$ cat config.mk
export PLATFORM = sky130hd
export DESIGN_NAME = uart_rx_fsm
export DESIGN_NICKNAME = d
export VERILOG_FILES = /design/src/rtl/uart_rx_fsm.sv
export SDC_FILE = /design/constraint.sdc
export NUM_CORES = 1
export LEC_CHECK = 0
export CAP_MARGIN = 40
export CORE_ASPECT_RATIO = 1.25
export CORE_MARGIN = 1
export CORE_UTILIZATION = 35
export CTS_CLUSTER_SIZE = 20
export DETAILED_ROUTE_END_ITERATION = 10
export PLACE_DENSITY = 0.59
export SETUP_SLACK_MARGIN = 0.4
export SLEW_MARGIN = 5
export SYNTH_ARGS = -nofsm -noshare
export SYNTH_HDL_FRONTEND = slang
export SYNTH_SLANG_ARGS = --single-unit
$ cat constraint.sdc
create_clock -name clk -period 1.5 [get_ports clk]
set_input_delay 0.375 -clock clk [delete_from_list [all_inputs] [get_ports clk]]
set_output_delay 0.375 -clock clk [all_outputs]
set_load 0.02 [all_outputs]
$ cat src/rtl/uart_rx_fsm.sv
// uart_rx_fsm: oversampling 8N1 UART receiver with a built-in oversample tick generator.
//   clk         - system clock, rising edge
//   rst         - synchronous active-high reset
//   rx_sync     - synchronized serial line, idle high
//   rx_data     - last correctly received byte (first wire bit in bit 0)
//   rx_data_rdy - one-cycle strobe, rx_data valid on that cycle and held afterwards
//   frm_err     - one-cycle strobe, stop bit sampled low
//   busy        - high while a frame is in progress
module uart_rx_fsm #(
   parameter int unsigned CLK_FREQ   = 100_000_000,
   parameter int unsigned BAUD_RATE  = 115_200,
   parameter int unsigned OVERSAMPLE = 16
) (
   input  logic       clk,
   input  logic       rst,
   input  logic       rx_sync,
   output logic [7:0] rx_data,
   output logic       rx_data_rdy,
   output logic       frm_err,
   output logic       busy
);

   localparam int unsigned DIV   = CLK_FREQ / (BAUD_RATE * OVERSAMPLE);
   localparam int unsigned DIV_W = (DIV > 1) ? $clog2(DIV) : 1;
   localparam int unsigned OS_W  = $clog2(OVERSAMPLE);
   localparam int unsigned BIT_W = 3;

   localparam logic [DIV_W-1:0] DIV_LAST = DIV_W'(DIV - 1);
   localparam logic [OS_W-1:0]  OS_LAST  = OS_W'(OVERSAMPLE - 1);
   localparam logic [OS_W-1:0]  OS_HALF  = OS_W'(OVERSAMPLE / 2 - 1);

   // Elaboration-time guard on the parameter set.
   if ((OVERSAMPLE < 8) || ((OVERSAMPLE % 2) != 0) || (DIV == 0)) begin : g_bad_params
      $error("uart_rx_fsm: OVERSAMPLE must be even and >= 8, and CLK_FREQ >= BAUD_RATE*OVERSAMPLE");
   end

   typedef enum logic [2:0] {
      S_IDLE,
      S_START,
      S_DATA,
      S_STOP,
      S_WAIT_HIGH
   } state_e;

   state_e             state_q, state_d;
   logic               armed_q, armed_d;
   logic [DIV_W-1:0]   div_cnt_q, div_cnt_d;
   logic [OS_W-1:0]    os_cnt_q, os_cnt_d;
   logic [BIT_W-1:0]   bit_idx_q, bit_idx_d;
   logic [7:0]         shift_q, shift_d;
   logic [7:0]         rx_data_q, rx_data_d;
   logic               rdy_q, rdy_d;
   logic               err_q, err_d;
   logic               busy_q, busy_d;
   logic               tick_c;

   // State and datapath registers.
   always_ff @(posedge clk) begin
      if (rst) begin
         state_q   <= S_IDLE;
         armed_q   <= 1'b0;
         div_cnt_q <= '0;
         os_cnt_q  <= '0;
         bit_idx_q <= '0;
         shift_q   <= '0;
         rx_data_q <= '0;
         rdy_q     <= 1'b0;
         err_q     <= 1'b0;
         busy_q    <= 1'b0;
      end else begin
         state_q   <= state_d;
         armed_q   <= armed_d;
         div_cnt_q <= div_cnt_d;
         os_cnt_q  <= os_cnt_d;
         bit_idx_q <= bit_idx_d;
         shift_q   <= shift_d;
         rx_data_q <= rx_data_d;
         rdy_q     <= rdy_d;
         err_q     <= err_d;
         busy_q    <= busy_d;
      end
   end

   // Oversample tick: only runs outside IDLE so the first tick lands DIV clocks after the start edge.
   assign tick_c = (state_q != S_IDLE) && (div_cnt_q == DIV_LAST);

   // Next-state, counters and output strobes.
   always_comb begin
      state_d   = state_q;
      armed_d   = armed_q | rx_sync;
      div_cnt_d = '0;
      os_cnt_d  = os_cnt_q;
      bit_idx_d = bit_idx_q;
      shift_d   = shift_q;
      rx_data_d = rx_data_q;
      rdy_d     = 1'b0;
      err_d     = 1'b0;

      if (state_q != S_IDLE) begin
         div_cnt_d = tick_c ? '0 : div_cnt_q + DIV_W'(1);
      end

      if (tick_c) begin
         os_cnt_d = (os_cnt_q == OS_LAST) ? '0 : os_cnt_q + OS_W'(1);
      end

      case (state_q)
         S_IDLE: begin
            os_cnt_d  = '0;
            bit_idx_d = '0;
            // A line held low since reset must not look like a start bit.
            if (armed_q && !rx_sync) begin
               state_d = S_START;
            end
         end

         S_START: begin
            if (tick_c && (os_cnt_q == OS_HALF)) begin
               if (!rx_sync) begin
                  state_d   = S_DATA;
                  os_cnt_d  = '0;
                  bit_idx_d = '0;
               end else begin
                  state_d = S_IDLE;
               end
            end
         end

         S_DATA: begin
            if (tick_c && (os_cnt_q == OS_LAST)) begin
               shift_d   = {rx_sync, shift_q[7:1]};
               bit_idx_d = bit_idx_q + BIT_W'(1);
               if (bit_idx_q == BIT_W'(7)) begin
                  state_d = S_STOP;
               end
            end
         end

         S_STOP: begin
            // Leaving at mid stop bit leaves half a bit to catch a back-to-back start edge.
            if (tick_c && (os_cnt_q == OS_LAST)) begin
               if (rx_sync) begin
                  rx_data_d = shift_q;
                  rdy_d     = 1'b1;
                  state_d   = S_IDLE;
               end else begin
                  err_d   = 1'b1;
                  state_d = S_WAIT_HIGH;
               end
            end
         end

         S_WAIT_HIGH: begin
            // A break reports once; wait for the line to recover before rearming.
            if (rx_sync) begin
               state_d = S_IDLE;
            end
         end

         default: begin
            state_d = S_IDLE;
         end
      endcase
   end

   assign busy_d = (state_d != S_IDLE);

   assign rx_data     = rx_data_q;
   assign rx_data_rdy = rdy_q;
   assign frm_err     = err_q;
   assign busy        = busy_q;

endmodule

==> out/qor.txt, run 1 <==
DRC errors left: 0
largest cells by area after synthesis: dfxtp_1, mux2i_1, nor2_1, ha_1, xnor2_1
number of H-tree levels: 2
synth unique cells: 39
Filler Cells Inserted: 395
FFs w/ async S/R, synth: 0%
vias in the first global route: 1,270
initial core utilization: 37.32%
min cycle time layout: 1563 ps
Clock Skews: 4.667 ps
boundary pin count: 14
Rel. slew slack: 74.10%
vias per inst: 4.917
GRT Total Usage: 16.06%
slowest stage delay, CP: 330 ps
Hold Path Class: reg2reg
Avg Cell Area, Syn: 9.476 sq um
critical path's top delay family: compound AO/OA/AOI/OAI gates
Area Growth Syn to Fin: 45.97%
Worst-Margin Slew: 387.9 ps
Syn Nets: 172
CP bufs+invs: 1
clock slew at reported path FFs: 70 ps
dpl hpwl: 2426 microns
Die Y: 76.50 microns
final core utilization: 54.48%
CP max FO: 4
drt total wl: 3428 microns
vias: 1,308
initial antenna violation count: 0
Max-Cap Viols: 0
Reg2Reg Depth: 7
worst vdd ir: 0.4325 mV
CTS tree: done
Crit Path Class: reg2reg
# clock sinks: 36
Yosys warning count: 0
crit path launch: div_cnt_q[1]
status: complete, but fails checks
worst reg-to-reg setup slack: -60 ps
FF+latch count, synth: 36
failing checks: setup timing
Fin Setup TNS: -254.1 ps
# setup viols final: 11
crit start category: register
RR Startpoint: div_cnt_q[1]
# nets final: 217
Initial DRT Pass Iterations: 4
share of the synthesized area in the top cell type: 46.38%
EDFF count, synth: 0
Hold Path Origin: armed_q
antenna viol nets, final: 0
drt first-iter violations: 49
Worst-Skew Late Latency: 290 ps
CP max stage cell: dfxtp_2
layout cells sized above 1: 46.19%
Final Hold Viols: 0
Mapped Area: 0.001554 sq mm
CTS root buf: clkbuf_8
post-synth top area cell: dfxtp_1
TritonCTS buffer count: 5
CTS Hold Bufs: 0
routability cong.: 0.8200
cell chain of the critical path: inv_2, ha_4, nand3_4, o41a_1, a211o_1, mux2i_1, nor2_1
Post-Synthesis Cells: 164
CP Data Arrival Time: 1750 ps
Die W: 61.60 microns
first-pass GRT wire length: 5526 microns
Routed WL per cell: 12.89 microns
ys flop type: dfxtp_1
Hold Path Sink: armed_q
commonest cells in the synthesized netlist: nor2_1, dfxtp_1, mux2i_1
most frequent cell after synthesis: nor2_1
largest net degree at the start of global routing: 13
leakage: 0.9104 nW
pre-CTS setup slack: -305.6 ps
Worst Path Required: 1690 ps
final period utilization: 104.2%
gr ovfl total: 0
core area: 0.004164 sq mm
WHS Path Cells: 2
unrepaired setup endpoints after global routing: yes
IO buf count: 13
Power per Cell Area: 806.2 mW/mm^2
Max Clk Rate: 639.9 MHz
Worst setup EP type: register
n_diodes: 0
Max clock buf depth: 2
max-slew violation count: 0
full die area: 0.004712 sq mm
reg2reg end: bit_idx_q[0]
Seq/Total Area, Yosys: 46.38%
final worst slack: -62.80 ps
Cell Rows: 26
[area by class of cell]
| type | count | area [sq um] | share of cell area, % |
|---|---|---|---|
| timing repair buffer | 46 | 416.7 | 18.37 |
| multi-input combinational | 116 | 907.1 | 39.99 |
| clock buffer | 6 | 93.84 | 4.137 |
| sequential | 36 | 754.5 | 33.26 |
| tap | 56 | 70.07 | 3.089 |
| inverter | 4 | 15.01 | 0.6619 |
| clock inverter | 2 | 11.26 | 0.4964 |
[logic make-up after synthesis]
family | synth area share (%)
adders and majority gates | 4.026
xor gates and xnor gates | 2.819
buffers and inverters | 4.105
muxes | 11.59
AOI/OAI and AO/OA | 7.891
DFF | 46.38
and+or+nand+nor | 23.19
[cell usage in the layout, fill, tap and decap left out, types with 2 or more instances in the layout]
| cell type | count |
|---|---|
| buf_6 | 11 |
| buf_12 | 2 |
| clkdlybuf4s50_1 | 2 |
| ha_4 | 2 |
| nand4_1 | 2 |
| clkbuf_8 | 5 |
| nor2_1 | 34 |
| inv_1 | 3 |
| a31oi_1 | 2 |
| a21oi_1 | 3 |
| dfxtp_2 | 15 |
| ha_1 | 3 |
| nor2b_1 | 2 |
| nand3_1 | 2 |
| nand2_1 | 4 |
| a22oi_2 | 2 |
| buf_4 | 31 |
| xor2_1 | 2 |
| nor2_2 | 3 |
| mux2i_1 | 18 |
| nand2_2 | 2 |
| dfxtp_1 | 17 |
| or3_1 | 2 |
| dfxtp_4 | 4 |
| and2_4 | 2 |
| or3_4 | 2 |
| nor3_4 | 2 |
| nor3_2 | 2 |
| xnor2_1 | 3 |
[registers in the layout (all words and copies together) (netlist names)]
register	flops
busy	1
div_cnt_q	6
state_q	3
shift_q	8
frm_err	1
armed_q	1
rx_data	8
bit_idx_q	3
os_cnt_q	4
rx_data_rdy	1
[stage by stage]
step	instances	total power [W]	cell area, sq um	hold slack, ps
finish	266	0.001829	2268	468.8
global route	266	0.001914	2268	496.2
CTS	264	0.001854	2193	479.3
detailed placement	250	0.001058	1997	461.0
global placement	250	0.001056	1997	458.4
floorplan	164	0.001030	1642	427.0
[metal layers]
metal / global-route usage [%] / wire length (microns)
met4: 9.556 / 91
met2: 26.56 / 1798
met3: 4.244 / 131
met5: 0 / 0
met1: 17.52 / 1408
[worst min-delay path, cell delays in order, from the launching register on]
cell and delay (ps):
dfxtp_1 330, nor2_1 40, nor2_1 70
[worst max-delay path by stage]
| stage | endpoint | cells past startpoint |
|---|---|---|
| global placement | bit_idx_q[2] | 6 |
| finish | bit_idx_q[0] | 7 |
| CTS | bit_idx_q[1] | 7 |
| floorplan | bit_idx_q[2] | 7 |
| global route | busy | 6 |
| detailed placement | bit_idx_q[2] | 6 |
[where the power goes]
group | internal [W] | switching [W]
logic | 0.0000424 | 0.0000448
registers | 0.000956 | 0.00000579
clock network | 0.000426 | 0.000354
[what timing repair did]
action,in CTS,in global routing
hold endpoints to repair,0,0
pin swaps,10,1
setup endpoints to repair,46,46
setup buffers,6,2
gates resized for setup,83,15
Power figures use the tool's default switching activity.
==> run 2: changes to the inputs <==
CORE_UTILIZATION = 45   (was 35)
PLACE_DENSITY = 0.71   (was 0.59)
SETUP_SLACK_MARGIN = default   (was 0.4)
==> out/qor.txt, run 2 (synthesis gave the netlist of run 1 again) <==
crit path launch: state_q[0]
CTS root buf: clkbuf_8
Cell Rows: 23
routability cong.: 0.8922
drt first-iter violations: 18
CP max FO: 9
Sw Share: 20.02%
clock slew at reported path FFs: 70 ps
Routed WL per cell: 13.95 microns
unrepaired setup endpoints after global routing: yes
Final Hold Viols: 0
full die area: 0.003694 sq mm
Rel. slew slack: 77.31%
Setup crit end: rx_data[6]
max-slew violation count: 0
Power Total: 0.001859 W
# clock sinks: 36
Worst setup EP type: register
n_diodes: 0
Die Y: 67.70 microns
Max clock buf depth: 2
layout cells sized above 1: 29.70%
initial core utilization: 47.79%
Clock Skews: 4.568 ps
DRC errors left: 0
vias in the first global route: 1,212
largest net degree at the start of global routing: 22
final worst slack: -87.28 ps
crit start category: register
Worst-Margin Slew: 339.9 ps
RR Startpoint: state_q[0]
Area Growth Syn to Fin: 35.18%
Worst-Skew Late Latency: 280 ps
first-pass GRT wire length: 5099 microns
CP Data Arrival Time: 1760 ps
combinational power share: 3.7%
number of H-tree levels: 2
reg2reg end: rx_data[6]
antenna viol nets, final: 0
boundary pin count: 14
GRT Total Usage: 19.37%
Power per Cell Area: 884.7 mW/mm^2
vias: 1,283
worst vdd ir: 0.7845 mV
Clk network pwr share: 44.2%
# setup viols final: 16
CTS tree: done
Max-Cap Viols: 0
Worst Path Required: 1670 ps
min cycle time layout: 1587 ps
# nets final: 209
failing checks: setup timing
vias per inst: 5.368
Hold Path Class: reg2reg
Crit Path Class: reg2reg
Final Cell Area: 0.002101 sq mm
leakage: 0.8629 nW
final period utilization: 105.8%
most frequent cells in the layout: nor2_1, dfxtp_1, buf_4
Filler Cells Inserted: 264
Max Clk Rate: 630.0 MHz
drt total wl: 3335 microns
Die W: 54.56 microns
Reg2Reg Depth: 6
dpl hpwl: 2322 microns
worst hold slack: 465.2 ps
Initial DRT Pass Iterations: 4
Post-Place Cell Area: 0.001899 sq mm
commonest non-fill, non-tap cell in the layout: nor2_1
gr ovfl total: 0
initial antenna violation count: 0
worst reg-to-reg setup slack: -90 ps
Sequential Power Share: 52.2%
TritonCTS buffer count: 5
status: complete, but fails checks
Psw: 0.0003721 W
Int Power: 0.001486 W
core area: 0.003252 sq mm
IO buf count: 13
-- run 2: how the worst min path moves through the flow --
stage               cells past startpoint  slack, ps     from  endpoint
CTS                                     2        470  armed_q   armed_q
detailed placement                      2        450  armed_q   armed_q
floorplan                               2        430  armed_q   armed_q
finish                                  2        470  armed_q   armed_q
global placement                        2        440  armed_q   armed_q
global route                            2        500  armed_q   armed_q
-- run 2: worst max-delay path, stage by stage, from the launching register on --
cell and delay, ps:
dfxtp_2 430, nand2_1 110, nor2_1 210, and4_4 270, buf_12 130, mux2i_1 240
nor2_1 70
-- run 2: stage by stage --
| step | std cells | setup TNS [ps] | setup WS (ps) | util [%] |
|---|---|---|---|---|
| after floorplan | 164 | 0 | 10.32 | - |
| after global placement | 227 | -2558 | -265.0 | 58.41 |
| after detailed placement | 227 | -3268 | -312.0 | 58.41 |
| after CTS | 236 | -185.4 | -58.48 | 62.22 |
| after global routing | 239 | -2084 | -157.9 | 64.60 |
| final | 239 | -372.2 | -87.28 | 64.60 |
-- run 2: power groups by stage --
stage               Clock (W)  Sequential, W  Combinational (W)
CTS                  0.000843       0.000969          0.0000672
floorplan                   0       0.000989          0.0000405
detailed placement          0       0.000991          0.0000664
global placement            0       0.000990          0.0000640
global route         0.000874       0.000970          0.0000750
finish               0.000821       0.000970          0.0000680
-- run 2: layout make-up --
cell class / instances / area [sq um] / share of cell area (%)
inverter: 4 / 15.01 / 0.7147
tap: 37 / 46.29 / 2.204
timing repair buffer: 38 / 346.6 / 16.50
clock inverter: 2 / 35.03 / 1.668
multi-input combinational: 116 / 853.3 / 40.62
clock buffer: 6 / 72.57 / 3.454
sequential: 36 / 732.0 / 34.84
-- run 2: routing by layer --
layer  vias up  GRT usage (%)  wire length [microns]
met5         -              0                      0
met4         0          10.58                     60
met3         6          6.306                     97
met2        21          32.47                   1765
met1       616          20.91                   1412
li1        640              -                      -
-- run 2: repair_timing --
| item | CTS | global route |
|---|---|---|
| resized for setup | 18 | 11 |
| gates cloned | 0 | 1 |
| setup buffers | 1 | 2 |
| pin swaps | 4 | 6 |
| endpoints found under the hold margin | 0 | 0 |
| endpoints found under the setup margin | 24 | 30 |
| hold buffers | 0 | 0 |
